[src/rtl/if_fetch_queue.sv]
`default_nettype none
// +----------------------------------------------------------------------------+
// | Module  : if_fetch_queue                                                   |
// | Brief   : IF stage with pipelined inst_sram fetch and a decoupling FIFO.   |
// | Revision: 1.0                                                              |
// +----------------------------------------------------------------------------+
module if_fetch_queue #(
  parameter int          BUF_DEPTH = 4,
  parameter int          MAX_OUTST = 2,
  parameter logic [31:0] RESET_PC  = 32'h1c000000
) (
  input  logic        clk,
  input  logic        resetn,
  input  logic        flush_valid,
  input  logic [31:0] flush_pc,
  input  logic        br_taken,
  input  logic        br_stall,
  input  logic [31:0] br_target,
  output logic        inst_sram_req,
  output logic        inst_sram_wr,
  output logic [1:0]  inst_sram_size,
  output logic [3:0]  inst_sram_wstrb,
  output logic [31:0] inst_sram_addr,
  output logic [31:0] inst_sram_wdata,
  input  logic        inst_sram_addr_ok,
  input  logic        inst_sram_data_ok,
  input  logic [31:0] inst_sram_rdata,
  input  logic        ds_allowin,
  output logic        fs_to_ds_valid,
  output logic [71:0] fs_to_ds_bus
);

  localparam int PW = (BUF_DEPTH > 1) ? $clog2(BUF_DEPTH) : 1;
  localparam int CW = PW + 1;
  localparam int SW = CW + 1;
  localparam int OW = $clog2(MAX_OUTST + 1);
  localparam int QW = (MAX_OUTST > 1) ? $clog2(MAX_OUTST) : 1;

  localparam logic [5:0]  C_ECODE_ADEF = 6'h08;
  localparam logic [31:0] C_ADEF_INST  = 32'h00100000;

  logic [31:0]   r_fetch_pc;
  logic          r_halted;
  logic [OW-1:0] r_outst;
  logic [OW-1:0] r_cancel;
  logic [CW-1:0] r_count;
  logic [PW-1:0] r_wr_ptr;
  logic [PW-1:0] r_rd_ptr;
  logic [QW-1:0] r_pq_head;
  logic [QW-1:0] r_pq_tail;
  logic [31:0]   r_pq   [MAX_OUTST];
  logic [71:0]   r_fifo [BUF_DEPTH];

  logic          w_redirect;
  logic [31:0]   w_redir_pc;
  logic [SW-1:0] w_used;
  logic          w_credit;
  logic          w_aligned;
  logic          w_req;
  logic          w_accept;
  logic          w_return;
  logic          w_drop;
  logic          w_slot_free;
  logic          w_adef;
  logic          w_push;
  logic          w_valid;
  logic          w_pop;
  logic [31:0]   w_ret_pc;
  logic [71:0]   w_push_entry;
  logic [QW-1:0] w_pq_head_nxt;
  logic [QW-1:0] w_pq_tail_nxt;
  logic [OW-1:0] w_outst_nxt;

  // A branch that cannot yet be resolved is not a redirect.
  assign w_redirect  = flush_valid | (br_taken & ~br_stall);
  assign w_redir_pc  = flush_valid ? flush_pc : br_target;

  // Every accepted request must already own a FIFO slot for its response.
  assign w_used      = SW'(r_outst) + SW'(r_count);
  assign w_credit    = (r_outst < OW'(MAX_OUTST)) && (w_used < SW'(BUF_DEPTH));
  assign w_aligned   = (r_fetch_pc[1:0] == 2'b00);
  assign w_req       = resetn & ~r_halted & ~br_stall & ~flush_valid & ~br_taken
                     & w_credit & w_aligned;
  assign w_accept    = w_req & inst_sram_addr_ok;

  assign w_return    = inst_sram_data_ok & (r_outst != '0);
  assign w_drop      = w_return & (r_cancel != '0);
  assign w_ret_pc    = r_pq[r_pq_head];

  assign w_slot_free = (r_count < CW'(BUF_DEPTH));
  assign w_adef      = ~r_halted & ~w_aligned & (r_outst == '0) & w_slot_free & ~w_redirect;

  assign w_push       = (w_return & ~w_drop) | w_adef;
  assign w_push_entry = w_adef ? {1'b0, C_ECODE_ADEF, 1'b1, C_ADEF_INST, r_fetch_pc}
                               : {1'b0, 6'h00, 1'b0, inst_sram_rdata, w_ret_pc};

  assign w_valid = (r_count != '0) & ~flush_valid & ~br_taken;
  assign w_pop   = ds_allowin & w_valid;

  // The pending-PC ring may have a non power-of-two depth, so wrap explicitly.
  assign w_pq_head_nxt = (r_pq_head == QW'(MAX_OUTST - 1)) ? '0 : r_pq_head + 1'b1;
  assign w_pq_tail_nxt = (r_pq_tail == QW'(MAX_OUTST - 1)) ? '0 : r_pq_tail + 1'b1;
  assign w_outst_nxt   = r_outst + OW'(w_accept) - OW'(w_return);

  always_ff @(posedge clk or negedge resetn) begin
    if (!resetn) begin
      r_fetch_pc <= RESET_PC;
      r_halted   <= 1'b0;
      r_outst    <= '0;
      r_cancel   <= '0;
      r_count    <= '0;
      r_wr_ptr   <= '0;
      r_rd_ptr   <= '0;
      r_pq_head  <= '0;
      r_pq_tail  <= '0;
    end else begin
      r_outst <= w_outst_nxt;
      if (w_accept) begin
        r_pq_tail <= w_pq_tail_nxt;
      end
      if (w_return) begin
        r_pq_head <= w_pq_head_nxt;
      end
      if (w_redirect) begin
        // Everything still in flight after this edge belongs to the old path.
        r_fetch_pc <= w_redir_pc;
        r_halted   <= 1'b0;
        r_cancel   <= w_outst_nxt;
        r_count    <= '0;
        r_wr_ptr   <= '0;
        r_rd_ptr   <= '0;
      end else begin
        if (w_accept) begin
          r_fetch_pc <= r_fetch_pc + 32'd4;
        end
        if (w_adef) begin
          r_halted <= 1'b1;
        end
        if (w_drop) begin
          r_cancel <= r_cancel - 1'b1;
        end
        if (w_push) begin
          r_wr_ptr <= r_wr_ptr + 1'b1;
        end
        if (w_pop) begin
          r_rd_ptr <= r_rd_ptr + 1'b1;
        end
        r_count <= r_count + CW'(w_push) - CW'(w_pop);
      end
    end
  end

  always_ff @(posedge clk) begin
    if (w_accept) begin
      r_pq[r_pq_tail] <= r_fetch_pc;
    end
    if (w_push) begin
      r_fifo[r_wr_ptr] <= w_push_entry;
    end
  end

  assign inst_sram_req   = w_req;
  assign inst_sram_wr    = 1'b0;
  assign inst_sram_size  = 2'b10;
  assign inst_sram_wstrb = 4'h0;
  assign inst_sram_addr  = r_fetch_pc;
  assign inst_sram_wdata = 32'h0;
  assign fs_to_ds_valid  = w_valid;
  assign fs_to_ds_bus    = w_valid ? r_fifo[r_rd_ptr] : '0;

`ifndef SYNTHESIS
  always_ff @(posedge clk) begin
    if (resetn) begin
      assert (!(inst_sram_data_ok && (r_outst == '0)))
        else $error("if_fetch_queue: data_ok with no request outstanding");
      assert (r_count <= CW'(BUF_DEPTH))
        else $error("if_fetch_queue: FIFO count above depth");
      assert (r_cancel <= r_outst)
        else $error("if_fetch_queue: cancel count above outstanding count");
    end
  end
`endif

endmodule
`default_nettype wire

[config.mk]
export PLATFORM = sky130hd
export DESIGN_NAME = if_fetch_queue
export DESIGN_NICKNAME = d
export VERILOG_FILES = /design/src/rtl/if_fetch_queue.sv
export SDC_FILE = /design/constraint.sdc
export NUM_CORES = 1
export LEC_CHECK = 0
export ABC_AREA = 1
export BUFFER_PORTS_ARGS = -buffer_cell sky130_fd_sc_hd__buf_4
export CELL_PAD_IN_SITES_DETAIL_PLACEMENT = 1
export CELL_PAD_IN_SITES_GLOBAL_PLACEMENT = 1
export CORE_UTILIZATION = 48
export CTS_BUF_LIST = sky130_fd_sc_hd__clkbuf_16
export CTS_CLUSTER_DIAMETER = 60
export DETAILED_ROUTE_END_ITERATION = 10
export PLACE_DENSITY_LB_ADDON = 0.1
export SYNTH_ARGS = -nofsm -noshare
export SYNTH_HDL_FRONTEND = slang
export SYNTH_SLANG_ARGS = --single-unit
[constraint.sdc]
create_clock -name clk -period 7.1 [get_ports clk]
set_input_delay 0 -clock clk [delete_from_list [all_inputs] [get_ports clk]]
set_output_delay 0 -clock clk [all_outputs]
set_load 0.02 [all_outputs]
==> results.json, run 1 <==
{
  "status": "completed",
  "skew_ns": 0.01301,
  "synthTopCellsByCount": "nor2_1, edfxtp_1, nand2_1, o21ai_0, a21oi_1",
  "cts_resized": 0,
  "worstMarginPinSlew_ns": 1.108,
  "rsz0062_at_grt": "false",
  "netlist_top_cells_area": "edfxtp_1, nor2_1, dfrtp_1, nand2_1, o21ai_0",
  "synthArstFlopShare": 0.1243,
  "ir_drop_mv": 0.1469,
  "end_kind": "register",
  "worstPathRequired_ns": 7.27,
  "cp_common_cell": "buf_4",
  "placed_cells": 2251,
  "maxCapViolations": 0,
  "seq_area_frac_synth": 0.6487,
  "setup_viol": 0,
  "grt_pass1_wl_um": 73860,
  "start_kind": "input port",
  "insertion_delay_ns": 0.54,
  "io_buffers": 203,
  "synth_area_leader_cell": "edfxtp_1",
  "critPathSlowestCell": "nor2_4",
  "drtIter0Drc": 675,
  "yosys_warnings": 0,
  "place_congestion": 0.8075,
  "start_util": 0.4869,
  "power.density_nw_per_um2": 294.4,
  "reg2reg_setup_slack_ns": 3.68,
  "clockBufferDepth": 3,
  "cts-htree-levels": 2,
  "drive_gt1_frac": 0.1522,
  "clkTransAtPathRegs_ns": 0.06,
  "maxSlewViolCount": 0,
  "grt_pass1_vias": 13850,
  "yosysMostFrequentCell": "nor2_1",
  "multi_input_area_um2": 4979,
  "ioPinCount": 249,
  "synthDistinctLibCells": 34,
  "area_growth_pct": 23.42,
  "postSynthCellCount": 1669,
  "postSynthAreaPerCell_um2": 10.05,
  "post-cts-setup-buffers": 0,
  "stdcell_count": 2420,
  "p_leak_nw": 8.276,
  "setup_tns_ns": 0,
  "fin_crit_ns": 3.618,
  "synth_seq_cells": 370,
  "synth_area_um2": 16780,
  "fp.dieArea_um2": 35710,
  "ys.flop_type": "edfxtp_1",
  "cp_top_family": "buffers and inverters",
  "period_share": 0.5096,
  "path_cells": "buf_4 -> clkinv_2 -> o21ai_4 -> buf_4 -> inv_4 -> nand3_2 -> buf_4 -> nand2_1 -> inv_2 -> nor2_4 -> buf_4",
  "core_um2": 34460,
  "routed_wirelength_um": 46620,
  "finalPower_w": 0.006097,
  "final_nets": 2054,
  "path_buf_inv": 7,
  "grt_usage": 0.2645,
  "antenna_found_initial": 0,
  "diodes": 0,
  "relSlewSlack": 0.2594,
  "overflow": 0,
  "ff_latch_area_um2": 10890,
  "hp-class": "in2reg",
  "cts_tree": "done",
  "fmax_mhz": 276.4,
  "arrival_ns": 3.79,
  "die_height_um": 189.0,
  "die_w_um": 189.0,
  "dr.pass1.iters": 5,
  "wl_per_cell_um": 19.27,
  "root_buffer": "clkbuf_16",
  "cts_inserted_buffers": 40,
  "yosysTopAreaCellShare": 0.5799,
  "path_max_fanout": 67,
  "slowest_delay_ns": 0.85,
  "dp_hpwl_um": 28290,
  "routed-via-count": 12830,
  "grt_max_degree": 110,
  "cts_sinks": 370,
  "vias_per_cell": 5.301,
  "fill_cells": 3699,
  "finalHoldViolCount": 0,
  "ant_nets": 0,
  "critPathKind": "in2reg",
  "remaining_drc_errors": 0,
  "placementRows": 68,
  "synth_edf_count": 324
}
[worst register-to-register path, cell delays in order (launching register included)]
cell and delay (ns):
dfrtp_1 0.44, nor2_1 0.09, nor3_1 0.18, nand3_2 0.08
buf_4 0.34, nand2_1 0.26, inv_2 0.15, nor2_4 0.85
buf_4 0.64
[worst paths after layout]
kind	from	endpoint	cells after the start
max in group asynchronous	resetn	r_rd_ptr[0]	2
min reg2reg	r_cancel[0]	r_cancel[0]	2
max	flush_valid	r_fifo[2][36]	11
max reg2reg	inst_sram_addr[0]	r_fifo[2][36]	8
min in group asynchronous	resetn	inst_sram_addr[24]	2
min	br_target[29]	inst_sram_addr[29]	5
[power by group]
group | switching, W | internal [W] | total [W]
Sequential | 0.000140 | 0.00273 | 0.00287
Combinational | 0.000829 | 0.000375 | 0.00120
Clock | 0.000815 | 0.00121 | 0.00203
Total | 0.00178 | 0.00431 | 0.00610
[sequential cells by signal, summed over array words and instances, names as in the netlist]
register / cells
inst_sram_addr: 32
r_cancel: 2
r_count: 3
r_fifo: 260
r_halted: 1
r_outst: 2
r_pq: 64
r_pq_head: 1
r_pq_tail: 1
r_rd_ptr: 2
r_wr_ptr: 2
[kinds of logic (layout without fill, tap and decap cells)]
family / after synthesis / in the layout / share of synthesized area
AND/OR/NAND/NOR: 735 / 735 / 0.1685
flip-flops: 370 / 370 / 0.6487
AO/OA/AOI/OAI: 304 / 304 / 0.09515
buffers and inverters: 225 / 478 / 0.06629
XOR/XNOR: 13 / 13 / 0.006786
adder cells (fa/ha/maj): 12 / 12 / 0.009396
multiplexers: 8 / 8 / 0.004773
other: 2 / 45 / 0.0004476
[layout by cell type (no fill, tap or decap), types with 2 or more instances in the layout]
cell / n
nor2_1: 422
edfxtp_1: 324
nand2_1: 268
buf_4: 219
o21ai_0: 153
a21oi_1: 103
dlygate4sd3_1: 100
inv_1: 90
conb_1: 45
clkbuf_16: 42
dfrtp_1: 41
a31oi_1: 39
nand3_1: 24
ha_1: 11
clkinv_1: 10
xor2_1: 8
mux2i_1: 8
or2_2: 6
o211ai_1: 6
xnor2_1: 5
inv_2: 5
nor2_2: 4
nor2_4: 4
bufinv_16: 4
nor3_1: 3
clkinv_2: 3
dfstp_2: 3
o21ai_1: 2
clkinvlp_4: 2
[per-stage QoR]
step                hold WS [ns]  setup WS [ns]    util  instance area, um2
floorplan                -0.2956          2.810       -               16940
global placement         0.06537          3.076  0.5347               18420
detailed placement       0.07150          2.840  0.5347               18420
CTS                      0.01041          3.417  0.6010               20710
global route             0.04758          3.101  0.6010               20710
finish                   0.03146          3.482  0.6010               20710
[area by class of cell]
class / instances / area share
inverter: 90 / 0.01655
tap: 455 / 0.02749
sequential: 370 / 0.5258
clock inverter: 27 / 0.01124
clock buffer: 42 / 0.05075
multi-input combinational: 1117 / 0.2404
timing repair buffer: 319 / 0.1277
[timing repair]
item | in CTS | in global routing
setup endpoints to repair | 0 | 0
hold endpoints to repair | 208 | 0
hold buffers | 100 | 0
[layer usage]
| layer | share of wire | vias to the layer above | track usage |
|---|---|---|---|
| li1 | - | 6066 | - |
| met1 | 0.42 | 6376 | 0.3246 |
| met5 | 0 | - | 0 |
| met4 | 0.022 | 0 | 0.08375 |
| met3 | 0.040 | 67 | 0.03707 |
| met2 | 0.51 | 319 | 0.4796 |
Power figures use the tool's default switching activity.
==> run 2: changes to the inputs <==
--- a/config.mk
+++ b/config.mk
@@ -9,7 +9,7 @@
 export BUFFER_PORTS_ARGS = -buffer_cell sky130_fd_sc_hd__buf_4
 export CELL_PAD_IN_SITES_DETAIL_PLACEMENT = 1
 export CELL_PAD_IN_SITES_GLOBAL_PLACEMENT = 1
-export CORE_UTILIZATION = 48
+export CORE_UTILIZATION = 44
 export CTS_BUF_LIST = sky130_fd_sc_hd__clkbuf_16
 export CTS_CLUSTER_DIAMETER = 60
 export DETAILED_ROUTE_END_ITERATION = 10
==> constraint.sdc (replaced) <==
create_clock -name clk -period 3.5 [get_ports clk]
set_input_delay 0 -clock clk [delete_from_list [all_inputs] [get_ports clk]]
set_output_delay 0 -clock clk [all_outputs]
set_load 0.02 [all_outputs]
==> run 2 against run 1 <==
Compared with the run above: first-iteration DRC count is 19% lower; non-clock buffer count rose by 13; clock power grew 100%; largest cell class unchanged.
==> results.json, run 2 (synthesis results as in run 1) <==
{
  "grt_pass1_vias": 13690,
  "drive_gt1_frac": 0.1619,
  "fp.dieArea_um2": 38920,
  "rr_worst_depth": 10,
  "fin_crit_ns": 2.804,
  "grt_max_degree": 67,
  "whs_path_depth": 5,
  "routed_wirelength_um": 45780,
  "largest_reg_flops": 260,
  "area_growth_pct": 25.05,
  "setup_viol": 0,
  "die_w_um": 197.3,
  "clockBufferDepth": 3,
  "whs_ns": 0.01187,
  "ant_nets": 0,
  "start_kind": "register",
  "remaining_drc_errors": 0,
  "end_kind": "output pin",
  "path_max_fanout": 50,
  "period_share": 0.8010,
  "cts_resized": 0,
  "insertion_delay_ns": 0.54,
  "drtIter0Drc": 544,
  "worstMarginPinSlew_ns": 0.9902,
  "hp-class": "in2reg",
  "worst_hold_startpoint": "br_target[3]",
  "ir_drop_mv": 0.3286,
  "cts_sinks": 370,
  "wl_per_cell_um": 18.36,
  "rsz0062_at_grt": "false",
  "dp_hpwl_um": 28670,
  "whs_endpoint": "inst_sram_addr[3]",
  "grt_usage": 0.2373,
  "overflow": 0,
  "place_ws_ns": 0.7985,
  "final_cell_mix": "nor2_1, edfxtp_1, nand2_1",
  "antenna_found_initial": 0,
  "diodes": 0,
  "cts_inserted_buffers": 41,
  "status": "completed",
  "reg2reg_setup_slack_ns": 0.90,
  "layout_commonest_cell": "nor2_1",
  "ioPinCount": 249,
  "dr.pass1.iters": 4,
  "maxCapViolations": 0,
  "cts-htree-levels": 2,
  "skew_ns": 0.02260,
  "routed-via-count": 12740,
  "fmax_mhz": 356.7,
  "die_height_um": 197.3,
  "root_buffer": "clkbuf_16",
  "start_util": 0.4465,
  "finalHoldViolCount": 0,
  "clkTransAtPathRegs_ns": 0.06,
  "reg2reg_from": "r_outst[1]",
  "maxSlewViolCount": 0,
  "regMostFlops": "r_fifo",
  "io_buffers": 203,
  "critPathKind": "reg2out",
  "grt_pass1_wl_um": 72050,
  "vias_per_cell": 5.108,
  "arrival_ns": 2.80,
  "worstPathRequired_ns": 3.50,
  "final_nets": 2068,
  "place_congestion": 0.8483,
  "layout_setup_ws_ns": 0.6964,
  "cts_tree": "done",
  "placementRows": 71,
  "power.density_nw_per_um2": 586.8,
  "core_um2": 37580,
  "r2r_end": "inst_sram_addr[14]",
  "relSlewSlack": 0.3374,
  "p_leak_nw": 8.387
}
run 2: changes by cell type in the layout (fill, tap and decap cells not counted), sizes merged:
cell | before | now
dlygate4sd3 | 100 | 101
clkinvlp | 2 | 1
buf | 219 | 231
bufinv | 4 | 2
clkinv | 14 | 22
run 2: per-stage QoR:
stage | util | power [W] | instances | TNS (ns) | cell area (um2)
after floorplan | - | 0.007314 | 1712 | -205.37 | 16940
after global placement | 0.4976 | 0.008104 | 2319 | 0 | 18700
after detailed placement | 0.4976 | 0.008234 | 2319 | 0 | 18700
after CTS | 0.5584 | 0.01242 | 2494 | 0 | 20980
after global routing | 0.5584 | 0.01286 | 2494 | 0 | 20980
final | 0.5584 | 0.01231 | 2494 | 0 | 20980
run 2: layout make-up:
| class | count | area (um2) |
|---|---|---|
| fill | 4105 | 16600 |
| sequential | 370 | 10890 |
| multi-input combinational | 1117 | 4979 |
| timing repair buffer | 332 | 2858 |
| clock buffer | 42 | 1051 |
| tap | 511 | 639.4 |
| inverter | 90 | 342.8 |
| clock inverter | 32 | 222.7 |
run 2: power by group:
group          switching (W)  internal, W
Clock                0.00174      0.00234
Combinational        0.00165     0.000799
Sequential          0.000263      0.00553
Total                0.00365      0.00866
run 2: per-layer routing:
layer | vias to the layer above | global-route usage | part of all wire
met5 | - | 0 | 0
met4 | 0 | 0.07120 | 0.027
li1 | 6092 | - | -
met2 | 274 | 0.4232 | 0.50
met3 | 68 | 0.03312 | 0.038
met1 | 6306 | 0.2983 | 0.43
run 2: worst max-delay path by stage:
stage | end | start | slack (ns)
after floorplan | r_fifo[0][0] | inst_sram_addr[0] | -0.79
after detailed placement | r_fifo[0][52] | br_stall | 0.80
final | fs_to_ds_bus[0] | r_rd_ptr[0] | 0.70
after CTS | fs_to_ds_bus[0] | r_rd_ptr[0] | 0.67
after global routing | fs_to_ds_bus[0] | r_rd_ptr[0] | 0.56
after global placement | r_fifo[2][52] | br_stall | 0.84
run 2: repair_timing:
action,4_1_cts,5_1_grt
buffers inserted,0,0
hold buffers,101,0
hold endpoints to repair,207,0
run 2: critical path: stages (launching register included):
cell and delay, ns:
dfrtp_4 0.55, clkinv_2 0.59, buf_4 0.46, o21ai_0 0.27, a21oi_1 0.14, buf_4 0.22
